`config.mk`:
```
export PLATFORM = sky130hd
export DESIGN_NAME = ddr4_axi_memtest
export DESIGN_NICKNAME = d
export VERILOG_FILES = /design/src/rtl/ddr4_memtest_pkg.sv /design/src/rtl/ddr4_memtest_addrgen.sv /design/src/rtl/ddr4_axi_memtest.sv
export SDC_FILE = /design/constraint.sdc
export NUM_CORES = 1
export LEC_CHECK = 0
export BUFFER_PORTS_ARGS = -buffer_cell sky130_fd_sc_hd__buf_2
export CORE_AREA = 10 10 251 253
export DETAILED_ROUTE_END_ITERATION = 16
export DIE_AREA = 0 0 261 263
export PLACE_DENSITY_LB_ADDON = 0.1
export SYNTH_ARGS = -nofsm -noshare
export SYNTH_HDL_FRONTEND = slang
export SYNTH_SLANG_ARGS = --single-unit
```
`constraint.sdc`:
```
create_clock -name clk_i -period 5.2 [get_ports clk_i]
set_input_delay 1.3 -clock clk_i [delete_from_list [all_inputs] [get_ports clk_i]]
set_output_delay 1.3 -clock clk_i [all_outputs]
set_load 0.005 [all_outputs]
```
`src/rtl/ddr4_memtest_pkg.sv`:
```
// Shared types and helpers for the DDR4 AXI memory tester.
// Contents: AXI channel/request/response structs, FSM state enum,
// response/burst encodings and the address-derived data pattern function.
package ddr4_memtest_pkg;

  localparam int MT_ADDR_W = 64;
  localparam int MT_DATA_W = 64;
  localparam int MT_ID_W   = 4;
  localparam int MT_USER_W = 1;

  localparam logic [1:0] AXI_RESP_OKAY  = 2'b00;
  localparam logic [1:0] AXI_BURST_INCR = 2'b01;

  typedef enum logic [2:0] {
    ST_IDLE,
    ST_WR_AW,
    ST_WR_W,
    ST_WR_B,
    ST_RD_AR,
    ST_RD_R,
    ST_DONE
  } memtest_state_e;

  typedef struct packed {
    logic [MT_ID_W-1:0]   id;
    logic [MT_ADDR_W-1:0] addr;
    logic [7:0]           len;
    logic [2:0]           size;
    logic [1:0]           burst;
    logic                 lock;
    logic [3:0]           cache;
    logic [2:0]           prot;
    logic [3:0]           qos;
    logic [3:0]           region;
    logic [MT_USER_W-1:0] user;
  } memtest_ax_chan_t;

  typedef struct packed {
    logic [MT_DATA_W-1:0]   data;
    logic [MT_DATA_W/8-1:0] strb;
    logic                   last;
    logic [MT_USER_W-1:0]   user;
  } memtest_w_chan_t;

  typedef struct packed {
    logic [MT_ID_W-1:0]   id;
    logic [1:0]           resp;
    logic [MT_USER_W-1:0] user;
  } memtest_b_chan_t;

  typedef struct packed {
    logic [MT_ID_W-1:0]   id;
    logic [MT_DATA_W-1:0] data;
    logic [1:0]           resp;
    logic                 last;
    logic [MT_USER_W-1:0] user;
  } memtest_r_chan_t;

  typedef struct packed {
    memtest_ax_chan_t aw;
    logic             aw_valid;
    memtest_w_chan_t  w;
    logic             w_valid;
    logic             b_ready;
    memtest_ax_chan_t ar;
    logic             ar_valid;
    logic             r_ready;
  } memtest_req_t;

  typedef struct packed {
    logic            aw_ready;
    logic            ar_ready;
    logic            w_ready;
    logic            b_valid;
    memtest_b_chan_t b;
    logic            r_valid;
    memtest_r_chan_t r;
  } memtest_resp_t;

  // Each 32-bit lane carries the low address word XOR seed XOR lane index,
  // so neighbouring lanes and neighbouring beats never share a value.
  function automatic logic [MT_DATA_W-1:0] memtest_pattern(input logic [31:0] addr,
                                                           input logic [31:0] seed);
    logic [MT_DATA_W-1:0] pat;
    pat = '0;
    for (int i = 0; i < MT_DATA_W / 32; i++) begin
      pat[i*32 +: 32] = addr ^ seed ^ 32'(i);
    end
    return pat;
  endfunction

endpackage

```
`src/rtl/ddr4_memtest_addrgen.sv`:
```
// Burst/beat counters and address generation for the memory tester.
// The same counters walk the region once for writes and once for reads.
// Ports:
//   clk_i, rst_i          clock, synchronous active-high reset
//   load_i                latch base/num_bursts and rewind (test start)
//   restart_i             rewind to the latched base (start of read phase)
//   burst_adv_i           move to the next burst
//   beat_adv_i            move to the next beat within the burst
//   base_addr_i           region base; low burst-offset bits are dropped
//   num_bursts_i          number of bursts in the region
//   burst_addr_o          start address of the current burst
//   beat_addr_o           address of the current beat
//   last_beat_o           current beat is the final beat of the burst
//   last_burst_o          current burst is the final burst of the region
module ddr4_memtest_addrgen #(
  parameter int AddrWidth = 64,
  parameter int CntWidth  = 32,
  parameter int BurstLen  = 16,
  parameter int BeatBytes = 8
) (
  input  logic                 clk_i,
  input  logic                 rst_i,
  input  logic                 load_i,
  input  logic                 restart_i,
  input  logic                 burst_adv_i,
  input  logic                 beat_adv_i,
  input  logic [AddrWidth-1:0] base_addr_i,
  input  logic [CntWidth-1:0]  num_bursts_i,
  output logic [AddrWidth-1:0] burst_addr_o,
  output logic [AddrWidth-1:0] beat_addr_o,
  output logic                 last_beat_o,
  output logic                 last_burst_o
);

  localparam logic [AddrWidth-1:0] BEAT_INC  = AddrWidth'(BeatBytes);
  localparam logic [AddrWidth-1:0] BURST_INC = AddrWidth'(BurstLen * BeatBytes);

  logic [AddrWidth-1:0] base_q;
  logic [AddrWidth-1:0] base_aligned;
  logic [CntWidth-1:0]  num_q;
  logic [CntWidth-1:0]  burst_idx;
  logic [7:0]           beat_idx;

  // Aligning the base to the burst size keeps every burst inside one 4 KiB page.
  assign base_aligned = base_addr_i & ~(BURST_INC - AddrWidth'(1));
  assign last_beat_o  = (beat_idx == 8'(BurstLen - 1));
  assign last_burst_o = (burst_idx == num_q - CntWidth'(1));

  always_ff @(posedge clk_i) begin
    if (rst_i) begin
      base_q       <= '0;
      num_q        <= '0;
      burst_idx    <= '0;
      beat_idx     <= '0;
      burst_addr_o <= '0;
      beat_addr_o  <= '0;
    end else if (load_i) begin
      base_q       <= base_aligned;
      num_q        <= num_bursts_i;
      burst_idx    <= '0;
      beat_idx     <= '0;
      burst_addr_o <= base_aligned;
      beat_addr_o  <= base_aligned;
    end else if (restart_i) begin
      burst_idx    <= '0;
      beat_idx     <= '0;
      burst_addr_o <= base_q;
      beat_addr_o  <= base_q;
    end else if (burst_adv_i) begin
      burst_idx    <= burst_idx + CntWidth'(1);
      beat_idx     <= '0;
      burst_addr_o <= burst_addr_o + BURST_INC;
      beat_addr_o  <= burst_addr_o + BURST_INC;
    end else if (beat_adv_i) begin
      beat_idx    <= last_beat_o ? 8'd0 : beat_idx + 8'd1;
      beat_addr_o <= beat_addr_o + BEAT_INC;
    end
  end

endmodule

```
`src/rtl/ddr4_axi_memtest.sv`:
```
// AXI4 memory tester for DDR4 bring-up: writes an address-derived pattern over
// a region in INCR bursts, reads it back and counts mismatching beats and
// non-OKAY responses. One burst outstanding; all writes finish before reads.
// Optional build macro DDR4_MEMTEST_PERF_EN adds write/read phase cycle counters.
// Ports:
//   clk_i, rst_i          clock, synchronous active-high reset
//   start_i               begin a test (only honoured while idle)
//   base_addr_i           region base, num_bursts_i region size in bursts
//   seed_i                pattern seed
//   busy_o, done_o        test running / one-cycle completion pulse
//   pass_o                last test saw no errors
//   err_count_o           saturating error count
//   first_err_addr_o      address of the first error
//   mst_req_o/mst_resp_i  AXI master port
//   wr_cycles_o/rd_cycles_o  (perf build only) cycles spent in each phase
module ddr4_axi_memtest
  import ddr4_memtest_pkg::*;
#(
  parameter int  AddrWidth = MT_ADDR_W,
  parameter int  DataWidth = MT_DATA_W,
  parameter int  IdWidth   = MT_ID_W,
  parameter int  BurstLen  = 16,
  parameter int  CntWidth  = 32,
  parameter type req_t     = memtest_req_t,
  parameter type resp_t    = memtest_resp_t
) (
  input  logic                 clk_i,
  input  logic                 rst_i,
  input  logic                 start_i,
  input  logic [AddrWidth-1:0] base_addr_i,
  input  logic [CntWidth-1:0]  num_bursts_i,
  input  logic [31:0]          seed_i,
  output logic                 busy_o,
  output logic                 done_o,
  output logic                 pass_o,
  output logic [CntWidth-1:0]  err_count_o,
  output logic [AddrWidth-1:0] first_err_addr_o,
  output req_t                 mst_req_o,
  input  resp_t                mst_resp_i
`ifdef DDR4_MEMTEST_PERF_EN
  ,
  output logic [CntWidth-1:0]  wr_cycles_o,
  output logic [CntWidth-1:0]  rd_cycles_o
`endif
);

  localparam int BEAT_BYTES = DataWidth / 8;
  localparam int AXI_SIZE   = $clog2(BEAT_BYTES);

  memtest_state_e state;

  logic aw_valid_q, w_valid_q, b_ready_q, ar_valid_q, r_ready_q;
  logic [31:0] seed_q;

  logic [AddrWidth-1:0] burst_addr, beat_addr;
  logic                 last_beat, last_burst;
  logic                 load, restart, burst_adv, beat_adv;

  logic aw_hs, w_hs, b_hs, ar_hs, r_hs;
  logic [DataWidth-1:0] beat_pattern;
  logic r_data_bad, r_resp_bad, r_last_bad, b_resp_bad;

  logic [1:0]           err_inc;
  logic [AddrWidth-1:0] err_addr;
  logic [CntWidth:0]    err_sum;
  logic [CntWidth-1:0]  err_next;
  logic                 first_err_en;

  assign aw_hs = aw_valid_q & mst_resp_i.aw_ready;
  assign w_hs  = w_valid_q  & mst_resp_i.w_ready;
  assign b_hs  = b_ready_q  & mst_resp_i.b_valid;
  assign ar_hs = ar_valid_q & mst_resp_i.ar_ready;
  assign r_hs  = r_ready_q  & mst_resp_i.r_valid;

  assign load      = (state == ST_IDLE) && start_i;
  assign restart   = b_hs && last_burst;
  assign burst_adv = (b_hs && !last_burst) || (r_hs && last_beat && !last_burst);
  assign beat_adv  = w_hs || r_hs;

  ddr4_memtest_addrgen #(
    .AddrWidth (AddrWidth),
    .CntWidth  (CntWidth),
    .BurstLen  (BurstLen),
    .BeatBytes (BEAT_BYTES)
  ) u_addrgen (
    .clk_i        (clk_i),
    .rst_i        (rst_i),
    .load_i       (load),
    .restart_i    (restart),
    .burst_adv_i  (burst_adv),
    .beat_adv_i   (beat_adv),
    .base_addr_i  (base_addr_i),
    .num_bursts_i (num_bursts_i),
    .burst_addr_o (burst_addr),
    .beat_addr_o  (beat_addr),
    .last_beat_o  (last_beat),
    .last_burst_o (last_burst)
  );

  // Write data and read expectation come from the same registered beat address,
  // so W payload stays stable for as long as the beat is stalled.
  assign beat_pattern = memtest_pattern(beat_addr[31:0], seed_q);

  assign r_data_bad = (mst_resp_i.r.data != beat_pattern);
  assign r_resp_bad = (mst_resp_i.r.resp != AXI_RESP_OKAY);
  assign r_last_bad = (mst_resp_i.r.last != last_beat);
  assign b_resp_bad = (mst_resp_i.b.resp != AXI_RESP_OKAY);

  // A bad beat and a misplaced RLAST are independent faults, so one R beat can add two.
  always_comb begin
    err_inc  = 2'd0;
    err_addr = burst_addr;
    if (b_hs && b_resp_bad) begin
      err_inc = 2'd1;
    end
    if (r_hs) begin
      err_inc  = {1'b0, r_data_bad | r_resp_bad} + {1'b0, r_last_bad};
      err_addr = beat_addr;
    end
  end

  assign err_sum      = {1'b0, err_count_o} + {{(CntWidth-1){1'b0}}, err_inc};
  assign err_next     = err_sum[CntWidth] ? '1 : err_sum[CntWidth-1:0];
  assign first_err_en = (err_count_o == '0) && (err_inc != 2'd0);

  always_ff @(posedge clk_i) begin
    if (rst_i) begin
      state            <= ST_IDLE;
      aw_valid_q       <= 1'b0;
      w_valid_q        <= 1'b0;
      b_ready_q        <= 1'b0;
      ar_valid_q       <= 1'b0;
      r_ready_q        <= 1'b0;
      seed_q           <= '0;
      busy_o           <= 1'b0;
      done_o           <= 1'b0;
      pass_o           <= 1'b0;
      err_count_o      <= '0;
      first_err_addr_o <= '0;
    end else begin
      done_o      <= 1'b0;
      err_count_o <= err_next;
      if (first_err_en) begin
        first_err_addr_o <= err_addr;
      end
      case (state)
        ST_IDLE: begin
          if (start_i) begin
            seed_q           <= seed_i;
            err_count_o      <= '0;
            first_err_addr_o <= '0;
            pass_o           <= 1'b0;
            busy_o           <= 1'b1;
            if (num_bursts_i == '0) begin
              state  <= ST_DONE;
              done_o <= 1'b1;
              pass_o <= 1'b1;
            end else begin
              state      <= ST_WR_AW;
              aw_valid_q <= 1'b1;
            end
          end
        end
        ST_WR_AW: begin
          if (aw_hs) begin
            aw_valid_q <= 1'b0;
            w_valid_q  <= 1'b1;
            state      <= ST_WR_W;
          end
        end
        ST_WR_W: begin
          if (w_hs && last_beat) begin
            w_valid_q <= 1'b0;
            b_ready_q <= 1'b1;
            state     <= ST_WR_B;
          end
        end
        ST_WR_B: begin
          if (b_hs) begin
            b_ready_q <= 1'b0;
            if (last_burst) begin
              ar_valid_q <= 1'b1;
              state      <= ST_RD_AR;
            end else begin
              aw_valid_q <= 1'b1;
              state      <= ST_WR_AW;
            end
          end
        end
        ST_RD_AR: begin
          if (ar_hs) begin
            ar_valid_q <= 1'b0;
            r_ready_q  <= 1'b1;
            state      <= ST_RD_R;
          end
        end
        ST_RD_R: begin
          if (r_hs && last_beat) begin
            r_ready_q <= 1'b0;
            if (last_burst) begin
              state  <= ST_DONE;
              done_o <= 1'b1;
              pass_o <= (err_next == '0);
            end else begin
              ar_valid_q <= 1'b1;
              state      <= ST_RD_AR;
            end
          end
        end
        ST_DONE: begin
          busy_o <= 1'b0;
          state  <= ST_IDLE;
        end
        default: state <= ST_IDLE;
      endcase
    end
  end

  always_comb begin
    mst_req_o          = '0;
    mst_req_o.aw.id    = MT_ID_W'({IdWidth{1'b0}});
    mst_req_o.aw.addr  = burst_addr;
    mst_req_o.aw.len   = 8'(BurstLen - 1);
    mst_req_o.aw.size  = 3'(AXI_SIZE);
    mst_req_o.aw.burst = AXI_BURST_INCR;
    mst_req_o.aw.cache = 4'b0011;
    mst_req_o.aw_valid = aw_valid_q;
    mst_req_o.w.data   = beat_pattern;
    mst_req_o.w.strb   = '1;
    mst_req_o.w.last   = last_beat;
    mst_req_o.w_valid  = w_valid_q;
    mst_req_o.b_ready  = b_ready_q;
    mst_req_o.ar       = mst_req_o.aw;
    mst_req_o.ar_valid = ar_valid_q;
    mst_req_o.r_ready  = r_ready_q;
  end

  logic unused_resp;
  assign unused_resp = ^{mst_resp_i.b.id, mst_resp_i.b.user, mst_resp_i.r.id, mst_resp_i.r.user};

`ifdef DDR4_MEMTEST_PERF_EN
  logic wr_phase, rd_phase;
  assign wr_phase = (state == ST_WR_AW) || (state == ST_WR_W) || (state == ST_WR_B);
  assign rd_phase = (state == ST_RD_AR) || (state == ST_RD_R);

  always_ff @(posedge clk_i) begin
    if (rst_i) begin
      wr_cycles_o <= '0;
      rd_cycles_o <= '0;
    end else if (load) begin
      wr_cycles_o <= '0;
      rd_cycles_o <= '0;
    end else begin
      if (wr_phase && (wr_cycles_o != '1)) wr_cycles_o <= wr_cycles_o + CntWidth'(1);
      if (rd_phase && (rd_cycles_o != '1)) rd_cycles_o <= rd_cycles_o + CntWidth'(1);
    end
  end
`endif

endmodule

```
Yosys cells after proc, flatten, opt, wreduce, memory -nomap -nowiden --
Index checks and enable logic that the tools add are counted.
Word-level totals: register bits after elaboration 396, output and inout bits 374, word-level logic and storage cells 155
Cells by class: $add $sub $neg 7, equality and inequality tests 21, mux-type cells 58, bitwise operators 8, reduce and logical (&&, ||, !) cells 41
Operators with widths (count):
- 2-to-1 mux 64 bit | 11
- logical NOT 32 bit | 3
- 2-to-1 mux 32 bit | 3
- adder 64 x 4 -> 64 bit (second input constant) | 1
- adder 64 x 8 -> 64 bit (second input constant) | 1
- inequality test 64 bit | 1
- adder 32 x 2 -> 33 bit | 1
- adder 32 x 1 -> 32 bit (second input constant) | 1
- == test 32 bit | 1
- subtractor 32 x 1 -> 32 bit (second input constant) | 1
- bitwise XOR 32 bit | 1
- 2-to-1 mux 1 bit | 24
- 2-to-1 mux 3 bit | 8
- inequality test 2 bit (second input constant) | 11
- one-hot mux 3 bit (6 select lines) | 1
- AND reduction 6 bit | 3
- nonzero test 2 bit | 9
- one-hot mux 1 bit (2 select lines) | 6
- nonzero test 3 bit | 4
- == test 3 bit (second input constant) | 3
- AND reduction 3 bit | 3
- adder 8 x 1 -> 8 bit (second input constant) | 1
- == test 8 x 4 -> 1 bit (second input constant) | 1
- logical AND 1 bit | 8
- other kinds (19) | 28

Longest topological paths before layout --
Gate-level depths: netlist of run 1.
word-level depth 12, depth in mapped cells 23

By module --
A second synthesis of run 1 with hierarchy kept.
Second synthesis, totals: cell total of the unflattened synthesis 2930, area total of the unflattened synthesis 23392.4 sq um
Modules (own cells, without submodules):
- ddr4_memtest_addrgen | times used 1, cells an instance 1812, area each 14295.0 sq um, sequential area each 5144.9 sq um
- ddr4_axi_memtest | times used 1, cells an instance 1118, area each 9097.5 sq um, sequential area each 2782.7 sq um

Worst setup path before layout of run 1 --
OpenSTA, ideal clock, no wires.
path kind input to register, start point input port mst_resp_i[41] in the netlist's numbering, end point register pass_o, library setup time 0.070 ns, arrival 5.016 ns, path slack 0.114 ns, stages 20, path buffers 1, cell sequence xor2_1 nor4_1 o2111ai_1 nor4_1 nand3_1 ha_1 nand2_1 o21ai_0 ha_1 fa_1 and4_1 clkbuf_1 and2_0 and3_1 and3_1 nand2_1 nand3_1 nor4b_1 a31oi_1 a21oi_1
On the way: cells in the longest elaborated chain, start to end 10
RTL lines:
- from (decl) | RTL line ddr4_axi_memtest.sv:39 | input resp_t mst_resp_i
- inequality test 64 bit | RTL line ddr4_axi_memtest.sv:104 | assign r_data_bad = (mst_resp_i.r.data != beat_pattern);
- OR 1 bit | RTL line ddr4_axi_memtest.sv:117 | err_inc = {1'b0, r_data_bad | r_resp_bad} + {1'b0, r_last_bad};
- adder 1 x 1 -> 2 bit | RTL line ddr4_axi_memtest.sv:117
- 2-to-1 mux 2 bit | RTL line ddr4_axi_memtest.sv:116 | if (r_hs) begin
- adder 32 x 2 -> 33 bit | RTL line ddr4_axi_memtest.sv:122 | assign err_sum = {1'b0, err_count_o} + {{(CntWidth-1){1'b0}}, err_inc};
- 2-to-1 mux 32 bit | RTL line ddr4_axi_memtest.sv:123 | assign err_next = err_sum[CntWidth] ? '1 : err_sum[CntWidth-1:0];
- logical NOT 32 bit | RTL line ddr4_axi_memtest.sv:203 | pass_o <= (err_next == '0);
- 2-to-1 mux 1 bit | RTL line ddr4_axi_memtest.sv:200 | if (last_burst) begin
- 2-to-1 mux 1 bit | RTL line ddr4_axi_memtest.sv:198 | if (r_hs && last_beat) begin
- one-hot mux 1 bit (2 select lines) | RTL line ddr4_axi_memtest.sv:146 | case (state)
- to (signal assigned) | RTL line ddr4_axi_memtest.sv:203
- to (decl) | RTL line ddr4_axi_memtest.sv:35 | output logic pass_o,
No other way between the ends. The select of a mux whose other input is x is not followed. A chain may end at the register's enable or synchronous reset.

Final worst setup path of run 1 --
start point input port mst_resp_i[18] in the netlist's numbering, end point register pass_o
The elaborated chain is that of the path after synthesis.

==> results of run 1 <==
[worst min-delay path: cells and delay by family (launching register included)]
kind,cells,cell delay [ps]
flip-flops,1,310
AND/OR/NAND/NOR,1,50
AO/OA/AOI/OAI,1,50
[per-layer routing]
| metal | vias up | wire (um) | track usage, % |
|---|---|---|---|
| met2 | 822 | 46200 | 44.3 |
| met1 | 11400 | 42600 | 35.8 |
| met5 | - | 27 | 0 |
| li1 | 11100 | - | - |
| met3 | 116 | 5910 | 3.66 |
| met4 | 4 | 2150 | 7.25 |
[placed cells by master, fill, tap and decap left out, types with 7 or more instances in the layout]
| cell | Yosys | layout |
|---|---|---|
| clkbuf_8 | 0 | 14 |
| o21ai_0 | 60 | 55 |
| ha_1 | 8 | 7 |
| nand3_1 | 118 | 116 |
| a21o_1 | 7 | 7 |
| and4_1 | 27 | 26 |
| nor2_1 | 290 | 289 |
| nor4_2 | 2 | 7 |
| a311oi_1 | 78 | 78 |
| o22ai_1 | 11 | 11 |
| xor2_1 | 146 | 146 |
| nor3_1 | 69 | 66 |
| o21a_1 | 10 | 10 |
| nor4_1 | 45 | 40 |
| a31oi_1 | 22 | 22 |
| or3_1 | 14 | 14 |
| or4_1 | 8 | 8 |
| buf_2 | 21 | 493 |
| a21oi_1 | 245 | 245 |
| dfxtp_1 | 396 | 396 |
| buf_12 | 0 | 7 |
| and3_1 | 44 | 43 |
| o221ai_1 | 22 | 22 |
| xnor2_1 | 143 | 142 |
| o211ai_1 | 21 | 21 |
| clkbuf_16 | 0 | 49 |
| conb_1 | 2 | 77 |
| or2_2 | 8 | 8 |
| inv_1 | 38 | 38 |
| a211oi_1 | 35 | 35 |
| o32ai_1 | 16 | 16 |
| a22oi_1 | 8 | 8 |
| mux2i_1 | 9 | 9 |
| buf_4 | 182 | 129 |
| o21bai_1 | 9 | 9 |
| nand2_1 | 550 | 546 |
| nand4_1 | 64 | 64 |
| and2_1 | 22 | 22 |
| o21ai_1 | 9 | 12 |
[synthesized netlist by cell type (22+ instances only)]
| library cell | count |
|---|---|
| and4_1 | 27 |
| and2_1 | 22 |
| nor4_1 | 45 |
| a31oi_1 | 22 |
| and3_1 | 44 |
| o21ai_0 | 60 |
| nand4_1 | 64 |
| inv_1 | 38 |
| nand2_1 | 550 |
| a311oi_1 | 78 |
| nand3_1 | 118 |
| buf_4 | 182 |
| xnor2_1 | 143 |
| clkbuf_1 | 154 |
| nor2_1 | 290 |
| o221ai_1 | 22 |
| a211oi_1 | 35 |
| a21oi_1 | 245 |
| nor3_1 | 69 |
| dfxtp_1 | 396 |
| xor2_1 | 146 |
[flip-flops by register name, indices dropped and copies added, names as in the netlist, 3 cells and up]
register                cells
u_addrgen.base_q           57
seed_q                     32
u_addrgen.burst_addr_o     64
u_addrgen.burst_idx        32
err_count_o                32
u_addrgen.beat_idx          8
state                       3
first_err_addr_o           64
u_addrgen.num_q            32
u_addrgen.beat_addr_o      64
[metrics by stage]
step / total power [mW] / hold slack, ps / TNS, ps / instances
after floorplan: 6.42 / 433 / 0 / 3106
after global placement: 7.77 / 441 / -7270 / 4139
after detailed placement: 7.81 / 447 / -10200 / 4139
after CTS: 11.2 / 455 / 0 / 4217
after global routing: 11.7 / 481 / -47.8 / 4217
final: 11.1 / 453 / 0 / 4219
[cell type report]
| type | count | area [um^2] |
|---|---|---|
| diodes | 3 | 7.51 |
| clock buffers | 69 | 1440 |
| clock inverters | 9 | 98.8 |
| fillers | 5975 | 30800 |
| inverters | 38 | 143 |
| multi-input cells | 2300 | 13200 |
| flip-flops and latches | 396 | 7930 |
| well taps | 773 | 967 |
| repair buffers | 631 | 3600 |
[report_power, final]
part           internal [mW]  total (mW)  leakage [nW]  switching, mW
Sequential              3.44        4.10          3.23          0.666
Combinational           1.46        3.69          7.32           2.24
Clock                   2.00        3.34         0.767           1.34
Total                   6.89        11.1          11.3           4.24
[repair_timing]
item | in CTS | in global routing
setup endpoints to repair | 1 | 2
resized for setup | 7 | 15
pin swaps | 0 | 14
setup buffers | 0 | 0
hold buffers | 0 | 0
endpoints found under the hold margin | 0 | 0
[cells by family after synthesis]
| family | after synthesis | share of synthesized area [%] |
|---|---|---|
| AND/OR/NAND/NOR | 1299 | 26.1 |
| AO/OA/AOI/OAI | 616 | 17.6 |
| buffers and inverters | 410 | 9.84 |
| flip-flops | 396 | 34.5 |
| XOR/XNOR | 289 | 11.0 |
| multiplexers | 10 | 0.441 |
| adder cells (fa/ha/maj) | 9 | 0.522 |
| other | 2 | 0.0326 |
[final timing paths]
check	start	end	slack (ps)
setup / recovery	mst_resp_i[18]	pass_o$_SDFFE_PP0P_	250
hold / removal	u_addrgen.base_q[63]$_SDFFE_PP0P_	u_addrgen.base_q[63]$_SDFFE_PP0P_	450
setup reg to reg	u_addrgen.beat_addr_o[28]$_SDFFE_PP0P_	pass_o$_SDFFE_PP0P_	400
hold reg to reg	u_addrgen.base_q[63]$_SDFFE_PP0P_	u_addrgen.base_q[63]$_SDFFE_PP0P_	450
==> flow_summary.json, run 1 <==
{
  "hold_path_depth": 2,
  "clk_latency_ps": 580,
  "antenna_found_initial": 5,
  "relSlewSlack_pct": 26.2,
  "crit_top_cell": "nand4_1",
  "start_util_pct": 39.5,
  "area_growth_pct": 19.2,
  "num-nets-final": 3638,
  "gp_congestion": 0.896,
  "crit_path_top_delay_cell": "fa_2",
  "ys_async_sr_fraction_pct": 0,
  "crit_cells": 22,
  "tightestPinTransition_ps": 1100,
  "synth.area.top_cells": "dfxtp_1, nand2_1, buf_4",
  "design_area_um2": 27400,
  "max_cap_viol_count": 0,
  "ys_seq_area_share_pct": 34.5,
  "yosysTopAreaCellShare_pct": 34.5,
  "first_pass_iters": 5,
  "grt_max_degree": 155,
  "h-tree-depth": 2,
  "clockBufferDepth": 3,
  "cp_cell_sequence": "buf_2 -> xor2_1 -> nor4_2 -> buf_4 -> nand4_1 -> nor4_1 -> nand3_1 -> buf_6 -> ha_1 -> nand2_1 -> o21ai_2 -> ha_2 -> fa_2 -> and4_4 -> and2_4 -> nand4_1 -> xor2_1 -> nand4_1 -> nor4_2 -> nor4b_4 -> a31oi_1 -> a21oi_1",
  "root_buffer": "clkbuf_16",
  "synth_warnings": 0,
  "worstSetupPathType": "in2reg",
  "core.rowCount": 89,
  "drive_above_1_share_pct": 22.1,
  "finish.utilization_pct": 47.1,
  "grt-ovfl-total": 0,
  "drc": 0,
  "setup_violations": 0,
  "critPathArrivalTime_ps": 5450,
  "numCtsBuffers": 47,
  "die_area_um2": 68600,
  "cts.sinks": 396,
  "clk_pin_slew_ps": 60,
  "post_synth_num_cell_types": 85,
  "yosys.area.top_type": "dfxtp_1",
  "num_io_pins": 589,
  "vdd_drop_max_mv": 0.280,
  "clock_skew_ps": 20.0,
  "setup_slack_ps": 248,
  "slowest_delay_ps": 380,
  "grt_util_all_layers_pct": 26.8,
  "ant_nets": 0,
  "core_um2": 58200,
  "period_needed_ps": 4950,
  "cp_max_fo": 5,
  "hpwl_mm": 71.2,
  "powerDensity_nw_per_um2": 406,
  "rr_worst_depth": 22,
  "syn_avg_cell_area_um2": 7.59,
  "worstPathRequired_ps": 5700,
  "leakage_nw": 11.3,
  "synth_cells": 3031,
  "drt-total-wl_mm": 96.8,
  "slew_viol_final": 0,
  "ys_seq_elements": 396,
  "place_ws_ps": -789,
  "vias": 23400,
  "hold_viol": 0,
  "synth_flop_cell": "dfxtp_1",
  "critPathBufInv": 3,
  "cp-end-kind": "register",
  "fp.dieW_um": 261,
  "drt_iter0_markers": 1936,
  "critPathTopFamily": "simple AND/OR/NAND/NOR gates",
  "routed_via_density": 5.56,
  "synth_area_um2": 23000,
  "fmax_mhz": 202,
  "run_status": "finished, final reports clean",
  "place_area_um2": 25800,
  "start_kind": "input port",
  "grt_pass1_vias": 22700,
  "hold_path.class": "reg2reg",
  "portBuffers": 494,
  "wl_per_cell_um": 23.0,
  "cts_tree": "built",
  "synth_edf_count": 0,
  "die_height_um": 263,
  "grt_pass1_wl_mm": 144,
  "period_share_pct": 95.2
}
Note: power is estimated with default switching activity, not from simulation.
==> run 2: changes to the inputs <==
--- a/config.mk
+++ b/config.mk
@@ -5,10 +5,11 @@
 export SDC_FILE = /design/constraint.sdc
 export NUM_CORES = 1
 export LEC_CHECK = 0
+export ABC_AREA = 1
 export BUFFER_PORTS_ARGS = -buffer_cell sky130_fd_sc_hd__buf_2
-export CORE_AREA = 10 10 251 253
+export CORE_AREA = 2 2 260 262
 export DETAILED_ROUTE_END_ITERATION = 16
-export DIE_AREA = 0 0 261 263
+export DIE_AREA = 0 0 262 264
 export PLACE_DENSITY_LB_ADDON = 0.1
 export SYNTH_ARGS = -nofsm -noshare
 export SYNTH_HDL_FRONTEND = slang
==> flow_summary.json, run 2 <==
{
  "synth_common_cells": "nand2_1, nor2_1, dfxtp_1",
  "clk_pin_slew_ps": 60,
  "place_area_um2": 29000,
  "synth_warnings": 0,
  "ys_seq_elements": 396,
  "final_common_cell": "nand2_1",
  "leakage_nw": 14.3,
  "powerDensity_nw_per_um2": 485,
  "area_growth_pct": 17.2,
  "run_status": "finished, final reports clean",
  "hold_ws_ps": 459,
  "slew_viol_final": 0,
  "clockBufferDepth": 3,
  "clock_skew_ps": 32.6,
  "portBuffers": 494,
  "hpwl_mm": 86.4,
  "vdd_drop_max_mv": 0.252,
  "fin_cells": 5482,
  "h-tree-depth": 2,
  "num_io_pins": 589,
  "clk_latency_ps": 610,
  "finish.utilization_pct": 46.3,
  "design_power_total_mw": 15.0,
  "fmax_mhz": 204,
  "fp.dieW_um": 262,
  "synth_xor_area_share_pct": 6.89,
  "swShare_pct": 45.1,
  "grt_pass1_wl_mm": 169,
  "seq_power_share_pct": 31.7,
  "first_pass_iters": 6,
  "core_um2": 66600,
  "ys_seq_area_share_pct": 30.1,
  "routed_via_density": 5.32,
  "grt-ovfl-total": 0,
  "r2r_slack_ps": 340,
  "root_buffer": "clkbuf_16",
  "die_area_um2": 69200,
  "pwr-share-comb_pct": 43.4,
  "antenna_found_initial": 4,
  "hold_viol": 0,
  "post_synth_num_cell_types": 56,
  "setup_violations": 0,
  "clockPowerShare_pct": 24.9,
  "yosysMostFrequentCell": "nand2_1",
  "drc": 0,
  "wl_per_cell_um": 21.0,
  "hold_path_end": "u_addrgen.base_q[42]$_SDFFE_PP0P_",
  "synth_edf_count": 0,
  "crit_path_top_delay_cell": "or4_1",
  "rsz0062_at_grt": "no",
  "grt_max_degree": 143,
  "worstSetupPathType": "in2reg",
  "relSlewSlack_pct": 31.6,
  "synth_cells": 4192,
  "final_cell_mix": "nand2_1, buf_2, nor2_1",
  "grt_util_all_layers_pct": 32.0,
  "internal_power_mw": 8.21,
  "top_regs": "first_err_addr_o (64), u_addrgen.beat_addr_o (64), u_addrgen.burst_addr_o (64)",
  "synth_compound_area_share_pct": 14.5,
  "synth_area_um2": 26300,
  "start_util_pct": 39.5,
  "rr_worst_depth": 28,
  "min_from": "u_addrgen.base_q[42]$_SDFFE_PP0P_",
  "ys_async_sr_fraction_pct": 0,
  "numCtsBuffers": 50,
  "fill_cells": 7300,
  "cts_tree": "built",
  "synth_fa_ha_area_share_pct": 0.457,
  "design_area_um2": 30800,
  "power.switching_mw": 6.74,
  "max_cap_viol_count": 0,
  "grt_pass1_vias": 26700,
  "crit_top_cell": "nand2_1",
  "synth_top_family_by_area": "simple AND/OR/NAND/NOR gates",
  "period_share_pct": 94.2,
  "drive_above_1_share_pct": 17.0,
  "drt-total-wl_mm": 115,
  "start_kind": "input port",
  "r2r_end": "pass_o$_SDFFE_PP0P_",
  "yosysTopAreaCellShare_pct": 30.1,
  "synthMuxAreaShare_pct": 0,
  "critPathArrivalTime_ps": 5430,
  "slowest_delay_ps": 530,
  "synthSimpleGateAreaFrac_pct": 34.1,
  "hold_path.class": "reg2reg",
  "worstPathRequired_ps": 5730,
  "drt_iter0_markers": 2552,
  "gp_congestion": 0.987,
  "die_height_um": 264,
  "tightestPinTransition_ps": 1030,
  "dpl.cell_count": 5387,
  "synth_flop_cell": "dfxtp_1",
  "cp-end-kind": "register",
  "period_needed_ps": 4900,
  "ctsHoldBuffers": 0,
  "cts.sinks": 396,
  "core.rowCount": 95,
  "yosys.area.top_type": "dfxtp_1",
  "worstReg2RegStart": "seed_q[10]$_SDFFE_PP0P_",
  "vias": 29200,
  "hold_path_depth": 2,
  "ant_nets": 0,
  "synth.area.top_cells": "dfxtp_1, nand2_1, nor2_1",
  "num-nets-final": 4791,
  "syn_avg_cell_area_um2": 6.27,
  "cp_max_fo": 6
}
-- run 2: metal layers --
layer / vias to the layer above / track usage [%] / share of wire [%]
met5: - / 0 / 0.010
met4: 2 / 10.4 / 3.1
met1: 13700 / 44.6 / 45
met3: 187 / 3.60 / 6.2
li1: 14200 / - / -
met2: 1097 / 51.2 / 45
-- run 2: power groups by stage --
stage | logic [mW] | clock network [mW] | registers, mW
finish | 6.49 | 3.72 | 4.74
global route | 7.19 | 3.90 | 4.80
CTS | 6.42 | 3.79 | 4.71
detailed placement | 6.38 | 0 | 4.77
global placement | 6.38 | 0 | 4.77
floorplan | 4.45 | 0 | 4.31
-- run 2: repair_timing --
action | 4_1_cts | 5_1_grt
setup buffers | 0 | 1
setup endpoints to repair | 0 | 1
gates resized for setup | 0 | 28
-- run 2: cells by family after synthesis --
| logic type | count (synthesis) |
|---|---|
| AOI/OAI and AO/OA | 710 |
| xor gates and xnor gates | 206 |
| adders and majority gates | 9 |
| buffers and inverters | 765 |
| DFF | 396 |
| other | 2 |
| and+or+nand+nor | 2104 |
-- run 2: final cells by class --
cell class                 count  area (um^2)  share of cell area [%]
clock inverter                23          280                   0.909
inverter                     398         1500                    4.88
antenna                        3         7.51                  0.0244
multi-input combinational   3106        15100                    49.0
sequential                   396         7930                    25.7
clock buffer                  68         1450                    4.70
timing repair buffer         615         3450                    11.2
tap                          873         1090                    3.54
-- run 2: how the worst max path moves through the flow --
stage	from	depth (start not counted)	to	slack (ps)
3_3_place_gp	mst_resp_i[26]	28	pass_o$_SDFFE_PP0P_	-340
4_1_cts	mst_resp_i[26]	28	pass_o$_SDFFE_PP0P_	240
3_5_place_dp	mst_resp_i[26]	28	pass_o$_SDFFE_PP0P_	-360
6_report	mst_resp_i[14]	28	pass_o$_SDFFE_PP0P_	300
5_1_grt	mst_resp_i[14]	29	pass_o$_SDFFE_PP0P_	3
2_1_floorplan	mst_resp_i[5]	26	pass_o$_SDFFE_PP0P_	120
-- run 2: metrics by stage --
stage	setup WS [ps]	setup TNS (ps)
floorplan	118	0
global placement	-338	-338
detailed placement	-356	-356
CTS	237	0
global route	2.52	0
finish	302	0
-- run 2: critical path, delay by kind of cell --
family / cells / cell delay (ps)
buf+inv: 3 / 310
fa+ha+maj: 3 / 890
simple gates: 20 / 2740
compound gates: 2 / 180
